File: src/rtl/vga_fb_scheduler.sv
`default_nettype none
// ============================================================================
// Module   : vga_fb_scheduler
// Purpose  : Shares a single-port framebuffer RAM between beam-locked scanout
//            reads and round-robin host read/write traffic.
// Revision : 1.0 - initial release
// ============================================================================
module vga_fb_scheduler #(
    parameter int FB_W       = 160,
    parameter int FB_H       = 120,
    parameter int SCALE_LOG2 = 2,
    parameter int PIX_W      = 8,
    parameter int ADDR_W     = 15
) (
    input  logic              clk,
    input  logic              reset,
    input  logic [9:0]        s_x,
    input  logic [9:0]        s_y,
    input  logic              data_enable,
    input  logic              h_sync,
    input  logic              v_sync,
    output logic [PIX_W-1:0]  pix_out,
    output logic              de_out,
    output logic              h_sync_out,
    output logic              v_sync_out,
    output logic              mem_en,
    output logic              mem_we,
    output logic [ADDR_W-1:0] mem_addr,
    output logic [PIX_W-1:0]  mem_wdata,
    input  logic [PIX_W-1:0]  mem_rdata,
    input  logic              wr_valid,
    output logic              wr_ready,
    input  logic [ADDR_W-1:0] wr_addr,
    input  logic [PIX_W-1:0]  wr_data,
    input  logic              rd_valid,
    output logic              rd_ready,
    input  logic [ADDR_W-1:0] rd_addr,
    output logic              rd_resp_valid,
    output logic [PIX_W-1:0]  rd_resp_data
);

    localparam logic [ADDR_W:0] c_fb_size  = (ADDR_W+1)'(FB_W * FB_H);
    localparam logic [9:0]      c_sub_mask = 10'((1 << SCALE_LOG2) - 1);

    logic              w_disp_slot;
    logic [ADDR_W-1:0] w_row;
    logic [ADDR_W-1:0] w_col;
    logic [ADDR_W-1:0] w_disp_addr;
    logic              w_wr_in_range;
    logic              w_rd_in_range;
    logic              w_wr_fire;
    logic              w_rd_fire;
    logic [PIX_W-1:0]  w_resp_now;

    logic              r_rr;        // 0: write wins a contested cycle, 1: read wins
    logic              r_rd_pend;
    logic              r_rd_host;   // tag of the read issued last cycle
    logic              r_rd_oor;
    logic [PIX_W-1:0]  r_pix_hold;
    logic [PIX_W-1:0]  r_resp_data;
    logic [1:0]        r_de;
    logic [1:0]        r_hs;
    logic [1:0]        r_vs;

    assign w_disp_slot = data_enable && ((s_x & c_sub_mask) == 10'd0);
    assign w_row       = ADDR_W'(s_y >> SCALE_LOG2);
    assign w_col       = ADDR_W'(s_x >> SCALE_LOG2);
    assign w_disp_addr = w_row * ADDR_W'(FB_W) + w_col;

    assign w_wr_in_range = {1'b0, wr_addr} < c_fb_size;
    assign w_rd_in_range = {1'b0, rd_addr} < c_fb_size;

    // Readies look only at the opposite valid, so at most one handshake fires.
    assign wr_ready  = !w_disp_slot && (!rd_valid || !r_rr);
    assign rd_ready  = !w_disp_slot && (!wr_valid ||  r_rr);
    assign w_wr_fire = wr_valid && wr_ready;
    assign w_rd_fire = rd_valid && rd_ready;

    always_comb begin
        mem_en    = 1'b0;
        mem_we    = 1'b0;
        mem_addr  = '0;
        mem_wdata = '0;
        if (w_disp_slot) begin
            mem_en   = 1'b1;
            mem_addr = w_disp_addr;
        end else if (w_wr_fire) begin
            mem_en    = w_wr_in_range;
            mem_we    = w_wr_in_range;
            mem_addr  = wr_addr;
            mem_wdata = wr_data;
        end else if (w_rd_fire) begin
            mem_en   = w_rd_in_range;
            mem_addr = rd_addr;
        end
    end

    always_ff @(posedge clk) begin
        if (reset) begin
            r_rr        <= 1'b0;
            r_rd_pend   <= 1'b0;
            r_rd_host   <= 1'b0;
            r_rd_oor    <= 1'b0;
            r_pix_hold  <= '0;
            r_resp_data <= '0;
            r_de        <= 2'b00;
            r_hs        <= 2'b11;
            r_vs        <= 2'b11;
        end else begin
            r_de <= {r_de[0], data_enable};
            r_hs <= {r_hs[0], h_sync};
            r_vs <= {r_vs[0], v_sync};
            if (!w_disp_slot && wr_valid && rd_valid) begin
                r_rr <= ~r_rr;
            end
            r_rd_pend <= w_disp_slot || w_rd_fire;
            r_rd_oor  <= w_rd_fire && !w_rd_in_range;
            if (w_disp_slot || w_rd_fire) begin
                r_rd_host <= !w_disp_slot;
            end
            if (r_rd_pend) begin
                if (r_rd_host) begin
                    r_resp_data <= w_resp_now;
                end else begin
                    r_pix_hold <= mem_rdata;
                end
            end
        end
    end

    // A response in its return cycle is passed straight through, then held.
    assign w_resp_now    = r_rd_oor ? '0 : mem_rdata;
    assign rd_resp_valid = r_rd_pend && r_rd_host && !reset;
    assign rd_resp_data  = rd_resp_valid ? w_resp_now : r_resp_data;

    assign de_out     = r_de[1];
    assign h_sync_out = r_hs[1];
    assign v_sync_out = r_vs[1];
    assign pix_out    = r_de[1] ? r_pix_hold : '0;

endmodule
`default_nettype wire
File: config.mk
export PLATFORM = sky130hd
export DESIGN_NAME = vga_fb_scheduler
export DESIGN_NICKNAME = d
export VERILOG_FILES = /design/src/rtl/vga_fb_scheduler.sv
export SDC_FILE = /design/constraint.sdc
export NUM_CORES = 1
export LEC_CHECK = 0
export BUFFER_PORTS_ARGS = -buffer_cell sky130_fd_sc_hd__buf_2
export CAP_MARGIN = 20
export CORE_UTILIZATION = 35
export DETAILED_ROUTE_END_ITERATION = 16
export PLACE_DENSITY_LB_ADDON = 0.05
export SLEW_MARGIN = 25
export SYNTH_ARGS = -nofsm -noshare
export SYNTH_HDL_FRONTEND = slang
export SYNTH_SLANG_ARGS = --single-unit
File: constraint.sdc
create_clock -name clk -period 2.3 [get_ports clk]
set_clock_uncertainty 0.1 [all_clocks]
set_input_delay 0.23 -clock clk [delete_from_list [all_inputs] [get_ports clk]]
set_output_delay 0.23 -clock clk [all_outputs]
set_load 0.005 [all_outputs]
# After elaboration in Yosys (flattened, before gate mapping)
# Cells that the tools add are included.
[classes]
n_addsub = 1
multipliers = 1
n_lt_le_gt_ge = 2
muxes = 13
n_bitwise = 2
reduce_logical = 22
[ops]
columns = ["operator", "count"]
rows = [
  ["$mux W15", 3],
  ["$mux W8", 5],
  ["$lt A15 B15 Y1 const B", 2],
  ["$add A15 B8 Y15", 1],
  ["$logic_and A1 B1 Y1", 10],
  ["$logic_not A10 Y1", 1],
  ["$mul A8 B3 Y10 const B", 1],
  ["$logic_not A1 Y1", 6],
  ["$mux W1", 5],
  ["$reduce_and A2 Y1", 2],
  ["$logic_or A1 B1 Y1", 3],
  ["$not A1 Y1", 2],
]
[word_totals]
register_bits = 26
inputBits = 73
out_inout_bits = 47
elab_cells = 50

# Logic depth before layout (Yosys ltp)
# Gate-level depths: netlist of run 1.
[logic_depth]
word_depth = 8
mapped_depth = 10
depth_no_buf = 10

# Worst setup path after synthesis of run 1
# No wires, ideal clock.
[synth_timing]
path_kind = "input to output"
start = "input port s_y[3]"
end = "output port mem_addr[14]"
t_arrival_ns = 2.115
required_ns = 1.970
setup_slack_ns = -0.145
stages = 10
n_path_buf = 0
cell_sequence = "ha_1 ha_1 inv_1 fa_1 xnor2_1 o2111ai_1 nor3_2 nand3_2 xnor2_1 o21ai_1"
[synth_via]
elab_chain_cells = 3
[synth_lines]
columns = ["element", "line_no", "source"]
rows = [
  ["start, declared", "18", "input logic [9:0] s_y,"],
  ["$mul A8 B3 Y10", "68", "assign w_disp_addr = w_row * ADDR_W'(FB_W) + w_col;"],
  ["$add A15 B8 Y15", "68", ""],
  ["$mux W15", "84", "if (w_disp_slot) begin"],
  ["end, declared", "28", "output logic [ADDR_W-1:0] mem_addr,"],
]
# No other way between the ends.

# Final worst setup path of run 1
[layout_timing]
start = "input port s_y[5]"
end = "output port mem_addr[14]"
# The elaborated chain is that of the path after synthesis.

==> results of run 1 <==
metal layers:
| layer | share of wire [%] | vias up |
|---|---|---|
| li1 | - | 1158 |
| met4 | 1.3 | 0 |
| met5 | 0 | - |
| met3 | 7.0 | 6 |
| met1 | 40 | 999 |
| met2 | 52 | 85 |
cells by family after synthesis:
| logic type | Yosys count |
|---|---|
| compound gates | 63 |
| flops | 26 |
| simple gates | 102 |
| buf+inv | 31 |
| xor+xnor | 11 |
| mux | 9 |
| fa+ha+maj | 17 |
final timing paths:
kind / start / endpoint / slack [ps] / cells after the start
worst max-delay path: s_y[5] / mem_addr[14] / -200 / 12
worst min-delay path: h_sync / r_hs[0] / 40 / 2
worst max register to register: r_rr / r_rd_oor / 1020 / 4
worst min register to register: r_vs[0] / r_vs[1] / 320 / 1
cell usage after synthesis (all sizes together):
master / number
and3b: 1
nand3: 3
xor2: 3
or2: 6
nand2: 16
a222oi: 6
o22ai: 1
o2111ai: 2
inv: 18
nor3b: 2
nor2b: 6
clkbuf: 9
nor3: 2
fa: 2
mux2i: 9
nand2b: 9
and3: 1
o211ai: 1
a21oi: 18
a21boi: 1
xnor2: 8
o21ba: 1
a22oi: 6
a221oi: 3
or4b: 1
o221ai: 1
ha: 15
and4: 1
dfxtp: 26
a211oi: 2
nor2: 37
buf: 4
and2: 17
o21ai: 16
a211o: 1
a21o: 3
o31ai: 1
final cells by class:
class | count | share of cell area [%]
Inverter | 18 | 2.21
Tap cell | 72 | 2.95
Clock buffer | 3 | 1.35
Sequential cell | 26 | 17.0
Clock inverter | 1 | 0.982
Timing Repair Buffer | 141 | 25.7
Multi-Input combinational cell | 202 | 49.8
timing repair:
item,CTS,global route
resized for setup,17,3
setup endpoints to repair,5,6
setup buffers,1,1
endpoints found under the hold margin,0,0
pin swaps,20,5
registers in the layout, summed over array words and instances, names as in the netlist:
register     flops
r_rd_oor         1
r_hs             2
r_pix_hold       8
r_rd_pend        1
r_rd_host        1
r_vs             2
r_resp_data      8
r_de             2
r_rr             1
worst register-to-register path, cell delays in order (launching register included):
cell and delay [ps]:
dfxtp_1 360, inv_1 110, a211oi_4 200, buf_4 250, nor3b_1 200
per-stage QoR:
step / worst slack, ps / power, mW
floorplan: -39.7 / 0.800
global placement: -309 / 1.03
detailed placement: -343 / 1.03
CTS: -204 / 1.45
global route: -310 / 1.53
finish: -205 / 1.44
cell usage in the layout, fill, tap and decap left out, types with 6 or more instances in the layout:
master and count:
a21oi_1 18, a222oi_1 6, a22oi_1 6, and2_1 17, buf_2 115, buf_4 23, dfxtp_1 26, ha_1 8
ha_4 6, inv_1 16, mux2i_1 9, nand2_1 15, nand2b_1 9, nor2_1 37, o21ai_0 8, o21ai_1 7
power groups by stage:
stage	Clock (mW)	Sequential, mW	Combinational (mW)
after CTS	0.385	0.478	0.585
after global routing	0.398	0.481	0.654
final	0.371	0.478	0.590
after detailed placement	0	0.488	0.543
after global placement	0	0.488	0.539
after floorplan	0	0.486	0.313
==> results.toml, run 1 <==
[status]
status = "finished, violations left"
violations = "setup timing"

[yosys]
synth_top_family_by_area = "simple AND/OR/NAND/NOR gates"
ys_seq_elements = 26
yosys.area_share.simple_pct = 25.8
synth-compound-area-share_pct = 21.3
yosysWarnings = 0
synth_nets = 349
synth_seq_area_share_pct = 25.4
synthCells = 259
synth.avg_cell_area_um2 = 7.90
synth_xor_area_share_pct = 4.71
yosysTopAreaCell = "dfxtp_1"
muxShareOfSynthArea_pct = 4.40
synth-adder-area-share_pct = 11.1
synth_area_um2 = 2050
yosys.area.top_type_share_pct = 25.4
synth.distinct_cells = 46
synthTopCellsByArea = "dfxtp_1 (25%), ha_1 (9.2%), nor2_1 (6.8%)"

[sta]
holdWs_ps = 37.4
fin_ws_ps = -205
finalSetupTns_ps = -550
rsz0062_at_grt = "yes"
setup_viol = 4
fmax_mhz = 399
slew-limit-headroom_pct = 75.2
fin_crit_ps = 2500
drv_slew = 0
hold_viol_final = 0
worst_pin_slew_ps = 371
period_share_pct = 109

[floorplan]
ios = 120
die_y_um = 78.5
die_w_um = 78.5
initial_core_util_pct = 36.7
coreArea_um2 = 5570
die_area_um2 = 6150
rows = 27

[grt]
grt_pass1_vias = 2106
use_met3_pct = 3.37
grt_max_degree = 27
track_usage_pct = 19.4
antenna_found_initial = 0
grt_busiest_layer = "met2"
use_met1_pct = 21.9
grt.met2_usage_pct = 36.3
overflow = 0
grt_pass1_wl_um = 9530

[critical_path]
slowest_delay_ps = 380
crit_path_top_delay_cell = "fa_2"
start_kind = "primary input"
cp_common_cell = "ha_4"
cp_data_arrival_time_ps = 2170
cp_cell_sequence = "buf_8 -> ha_4 -> ha_4 -> inv_2 -> fa_2 -> xnor2_2 -> o2111ai_2 -> nor3_2 -> nand3_2 -> xnor2_1 -> o21ai_1 -> buf_2"
critPathKind = "in -> out"
crit_buf_inv = 3
path_delay_family = "adder cells"
crit_fanout = 2
end_kind = "primary output"
required_ps = 1970

[placement]
place_hpwl_um = 4560
dp.cells = 459
dpl_cell_area_um2 = 2860
gp_congestion = 0.792
io_buffers = 117

[clocking]
clockBufferDepth = 2
cts-root-buf = "clkbuf_8"
cts_sinks = 26
cts_tree = "built"
clk_pin_slew_worst_paths_ps = 90
cts_buffers = 3
clk_latency_ps = 270
h-tree-depth = 1
hold_buffers = 0

[finish]
nets = 482
area_growth_pct = 49.5
antennaDiodeCount = 0
n_fill_cell = 567
multiInputGateArea_um2 = 1520
design_area_um2 = 3060
drive_gt1_share_pct = 45.5
final_cells = 463
regArea_um2 = 520
fin_util_pct = 54.9

[power_and_ir_drop]
swShare_pct = 29.4
leakage_nw = 1.53
ir_drop_mv = 0.221
p_clk_share_pct = 25.8
comb_power_share_pct = 41.0
p_sw_mw = 0.423
seq_power_share_pct = 33.2
powerDensity_nw_per_um2 = 470
p_int_mw = 1.02

[routing]
firstDrtPassIters = 4
avgRoutedWirePerCell_um = 12.3
viasPerCell = 4.86
wirelength_um = 5710
drc = 0
vias = 2248
drtIter0Drc = 53
antenna_left = 0

[hold_path]
hold_class = "in -> reg"

[run]
maxCapViolations = 0
No activity file was read; power rests on OpenSTA's default activity.
==> run 2: changes to the inputs <==
--- a/config.mk
+++ b/config.mk
@@ -5,10 +5,10 @@
 export SDC_FILE = /design/constraint.sdc
 export NUM_CORES = 1
 export LEC_CHECK = 0
-export BUFFER_PORTS_ARGS = -buffer_cell sky130_fd_sc_hd__buf_2
 export CAP_MARGIN = 20
 export CORE_UTILIZATION = 35
 export DETAILED_ROUTE_END_ITERATION = 16
+export DONT_BUFFER_PORTS = 1
 export PLACE_DENSITY_LB_ADDON = 0.05
 export SLEW_MARGIN = 25
 export SYNTH_ARGS = -nofsm -noshare
==> results.toml, run 2 (synthesized netlist as in run 1, its figures left out) <==
[finish]
fin_util_pct = 43.6
area_growth_pct = 18.7
antennaDiodeCount = 0
nets = 362
reg_top3 = "r_pix_hold: 8 flops, r_resp_data: 8 flops"
final_cell_mix = "nor2_1 (37), dfxtp_1 (26), and2_1 (17), a21oi_1 (17), buf_4 (17)"
final_common_cell = "nor2_1"
final_cells = 343
drive_gt1_share_pct = 19.2

[grt]
grt_max_degree = 27
track_usage_pct = 17.1
grt_pass1_wl_um = 8300
antenna_found_initial = 0
overflow = 0
grt_pass1_vias = 1711

[clocking]
cts-root-buf = "clkbuf_8"
clk_pin_slew_worst_paths_ps = 90
clk_latency_ps = 270
cts_buffers = 3
cts_setup_buffers = 0
cts_sinks = 26
cts_tree = "built"
clockBufferDepth = 2
h-tree-depth = 1

[floorplan]
rows = 27
die_w_um = 78.5
die_y_um = 78.5
die_area_um2 = 6150
initial_core_util_pct = 36.7
ios = 120
coreArea_um2 = 5570

[sta]
setup_viol = 1
holdWs_ps = 7.74
finalSetupTns_ps = -19.2
drv_slew = 0
worst_pin_slew_ps = 911
fin_crit_ps = 2320
hold_viol_final = 0
rsz0062_at_grt = "yes"
fmax_mhz = 431
period_share_pct = 101
slew-limit-headroom_pct = 39.1
fin_ws_ps = -19.2

[status]
status = "finished, violations left"
violations = "setup timing"

[routing]
wirelength_um = 5140
firstDrtPassIters = 4
viasPerCell = 5.36
vias = 1838
drc = 0
avgRoutedWirePerCell_um = 15.0
drtIter0Drc = 96
antenna_left = 0

[critical_path]
critPathKind = "in -> out"
critPathLaunch = "s_y[2]"
r2r_setup_slack_ps = 840
r2r_cells = 4
slowest_delay_ps = 440
cp_cell_sequence = "ha_1 -> ha_4 -> inv_2 -> fa_2 -> inv_2 -> o2111ai_2 -> nor3_2 -> nand3_2 -> xnor2_2 -> o21ai_2"
cp_common_cell = "inv_2"
cp_data_arrival_time_ps = 1990
crit_path_top_delay_cell = "fa_2"
regToRegEndpoint = "r_rd_oor"
crit_fanout = 2
start_kind = "primary input"
required_ps = 1970
r2r-start = "r_rr"
end_kind = "primary output"
crit_path_end = "mem_addr[14]"

[placement]
io_buffers = 0
place_hpwl_um = 4090
dp.cells = 337
gp_congestion = 0.783

[power_and_ir_drop]
ir_drop_mv = 0.279
leakage_nw = 1.01
p_total_mw = 1.31
powerDensity_nw_per_um2 = 541

[run]
maxCapViolations = 0

[hold_path]
hold_class = "in -> reg"
-- run 2: cell count changes in the layout (fill, tap and decap cells not counted), sizes merged --
cell	previous run	this run
dlygate4sd3	0	4
buf	141	17
-- run 2: power by group --
part / leakage (nW) / internal (mW) / switching (mW) / total [mW]
clock network: 0.0357 / 0.233 / 0.146 / 0.379
logic: 0.762 / 0.226 / 0.232 / 0.457
registers: 0.212 / 0.469 / 0.00956 / 0.478
total: 1.01 / 0.927 / 0.387 / 1.31
-- run 2: layout make-up --
class | instances | area, um^2
Inverter | 18 | 67.6
Fill cell | 587 | 3150
Clock inverter | 1 | 30.0
Timing Repair Buffer | 21 | 168
Clock buffer | 3 | 41.3
Multi-Input combinational cell | 202 | 1510
Tap cell | 72 | 90.1
Sequential cell | 26 | 520
-- run 2: worst min path at each step --
stage | from | to | slack [ps] | depth (start not counted)
after global placement | reset | r_rd_host | 200 | 1
after floorplan | h_sync | r_hs[0] | 230 | 1
final | mem_rdata[4] | r_pix_hold[4] | 8 | 2
after CTS | mem_rdata[2] | r_pix_hold[2] | 3 | 2
after global routing | mem_rdata[7] | r_pix_hold[7] | 1 | 2
after detailed placement | reset | r_de[1] | 200 | 1
-- run 2: what timing repair did --
| action | in CTS | in global routing |
|---|---|---|
| endpoints found under the hold margin | 26 | 0 |
| endpoints found under the setup margin | 3 | 3 |
| resized for setup | 13 | 0 |
| pin swaps | 13 | 3 |
| hold buffers | 4 | 0 |
-- run 2: metrics by stage --
step / cell area (um^2) / setup slack, ps
CTS: 2430 / -32.2
detailed placement: 2240 / -165
finish: 2430 / -19.2
global placement: 2240 / -164
floorplan: 2090 / -39.7
global route: 2430 / -119
-- run 2: routing by layer --
metal,vias to the layer above,GRT usage (%),share of wire [%]
met5,-,0,0
met4,0,4.81,0.56
met3,2,5.12,9.3
met2,81,31.5,51
met1,840,18.8,39
li1,915,-,-
-- run 2: worst max-delay path, delay by kind of cell --
family	cells	cell delay, ps
xor+xnor	1	150
simple gates	2	350
fa+ha+maj	3	820
compound gates	2	310
buf+inv	2	130
==> run 3: changes to the inputs <==
--- a/config.mk
+++ b/config.mk
@@ -6,7 +6,7 @@
 export NUM_CORES = 1
 export LEC_CHECK = 0
 export CAP_MARGIN = 20
-export CORE_UTILIZATION = 35
+export CORE_UTILIZATION = 29
 export DETAILED_ROUTE_END_ITERATION = 16
 export DONT_BUFFER_PORTS = 1
 export PLACE_DENSITY_LB_ADDON = 0.05
==> results.toml, run 3 (synthesized netlist as in run 1, its figures left out) <==
[status]
status = "finished, violations left"
violations = "setup timing"

[power_and_ir_drop]
powerDensity_nw_per_um2 = 533
leakage_nw = 1.02
swShare_pct = 29.3
p_sw_mw = 0.386
ir_drop_mv = 0.277
p_clk_share_pct = 28.7
p_int_mw = 0.933
seq_power_share_pct = 36.3
comb_power_share_pct = 35.0

[finish]
nets = 367
area_growth_pct = 21.0
design_area_um2 = 2470
n_fill_cell = 738
final_cell_mix = "nor2_1 (37), dfxtp_1 (26), buf_4 (22)"
drive_gt1_share_pct = 19.6
antennaDiodeCount = 0
fin_util_pct = 36.4
reg_top3 = "r_pix_hold: 8 flops, r_resp_data: 8 flops"
final_common_cell = "nor2_1"

[critical_path]
crit_buf_inv = 1
path_delay_family = "adder cells"
cp_data_arrival_time_ps = 1990
start_kind = "primary input"
slowest_delay_ps = 490
crit_path_top_delay_cell = "or4b_1"
required_ps = 1970
end_kind = "primary output"
r2r_setup_slack_ps = 990
critPathKind = "in -> out"
crit_fanout = 4
cp_cell_sequence = "ha_1 -> ha_4 -> o21ai_1 -> or4b_1 -> o2111ai_2 -> buf_4 -> xor2_1 -> o21ai_2"

[sta]
fin_ws_ps = -23.1
hold_viol_final = 0
setup_viol = 1
period_share_pct = 101
fmax_mhz = 430
slew-limit-headroom_pct = 38.0
rsz0062_at_grt = "yes"
drv_slew = 0
fin_crit_ps = 2320
worst_pin_slew_ps = 927

[floorplan]
die_w_um = 86.0
die_area_um2 = 7390
die_y_um = 86.0
coreArea_um2 = 6790
ios = 120
rows = 30
initial_core_util_pct = 30.1

[clocking]
cts_tree = "built"
h-tree-depth = 1
cts-root-buf = "clkbuf_8"
cts_sinks = 26
clockBufferDepth = 2
clk_latency_ps = 270
cts_buffers = 3
clk_pin_slew_worst_paths_ps = 90

[routing]
drtIter0Drc = 74
antenna_left = 0
firstDrtPassIters = 5
drc = 0
avgRoutedWirePerCell_um = 14.4
wirelength_um = 5360
vias = 1810
viasPerCell = 4.87

[grt]
grt_pass1_vias = 1794
grt_max_degree = 27
antenna_found_initial = 0
overflow = 0
use_met3_pct = 4.14
grt_busiest_layer = "met2"
grt.met2_usage_pct = 25.8
track_usage_pct = 14.4
grt_pass1_wl_um = 8420
use_met1_pct = 15.9

[placement]
place_hpwl_um = 4290
io_buffers = 0
dpl_cell_area_um2 = 2280
gp_congestion = 0.824

[hold_path]
hold_class = "in -> reg"

[run]
maxCapViolations = 0
run 3: changes by cell type in the layout (fill, tap and decap cells not counted), sizes merged:
cell / previous run / this run
buf: 17 / 22
run 3: stage by stage:
| stage | power (mW) | hold slack [ps] | TNS [ps] | setup slack (ps) | instances |
|---|---|---|---|---|---|
| floorplan | 0.800 | 234 | -39.7 | -39.7 | 259 |
| global placement | 0.915 | 205 | -444 | -168 | 362 |
| detailed placement | 0.910 | 205 | -319 | -140 | 362 |
| CTS | 1.33 | 5.30 | -104 | -62.3 | 372 |
| global route | 1.41 | 5.34 | -293 | -116 | 372 |
| finish | 1.32 | 7.71 | -23.1 | -23.1 | 372 |
run 3: timing repair:
item / 4_1_cts / 5_1_grt
hold buffers: 4 / 0
setup endpoints to repair: 3 / 4
endpoints found under the hold margin: 26 / 0
setup buffers: 2 / 0
gates resized for setup: 7 / 3
pin swaps: 12 / 2
run 3: power by group through the flow:
stage / Combinational, mW / Sequential, mW / Clock, mW
after floorplan: 0.313 / 0.486 / 0
after detailed placement: 0.421 / 0.489 / 0
final: 0.462 / 0.479 / 0.379
after global routing: 0.516 / 0.481 / 0.413
after global placement: 0.426 / 0.489 / 0
after CTS: 0.462 / 0.479 / 0.393
run 3: worst paths after layout:
kind                      from            end  cells past startpoint
hold reg to reg        r_hs[0]        r_hs[1]                      1
setup / recovery        s_y[5]   mem_addr[13]                      8
hold / removal    mem_rdata[2]  r_pix_hold[2]                      2
setup reg to reg          r_rr       r_rd_oor                      4
run 3: per-layer routing:
layer	up-vias	wire, um
li1	924	-
met1	793	2180
met2	84	2570
met3	9	497
met4	0	114
met5	-	0
run 3: final cells by class:
class	count	area [um^2]	share of cell area [%]
clock inverter	1	30.0	1.21
sequential	26	520	21.0
inverter	18	67.6	2.73
timing repair buffer	26	205	8.29
multi-input combinational	202	1490	60.2
tap	96	120	4.85
clock buffer	3	41.3	1.67
run 3: worst reg2reg max path, stage by stage (launching register included):
cell	delay, ps
dfxtp_1	370
inv_1	110
a211oi_4	200
buf_4	250
nor3b_1	210
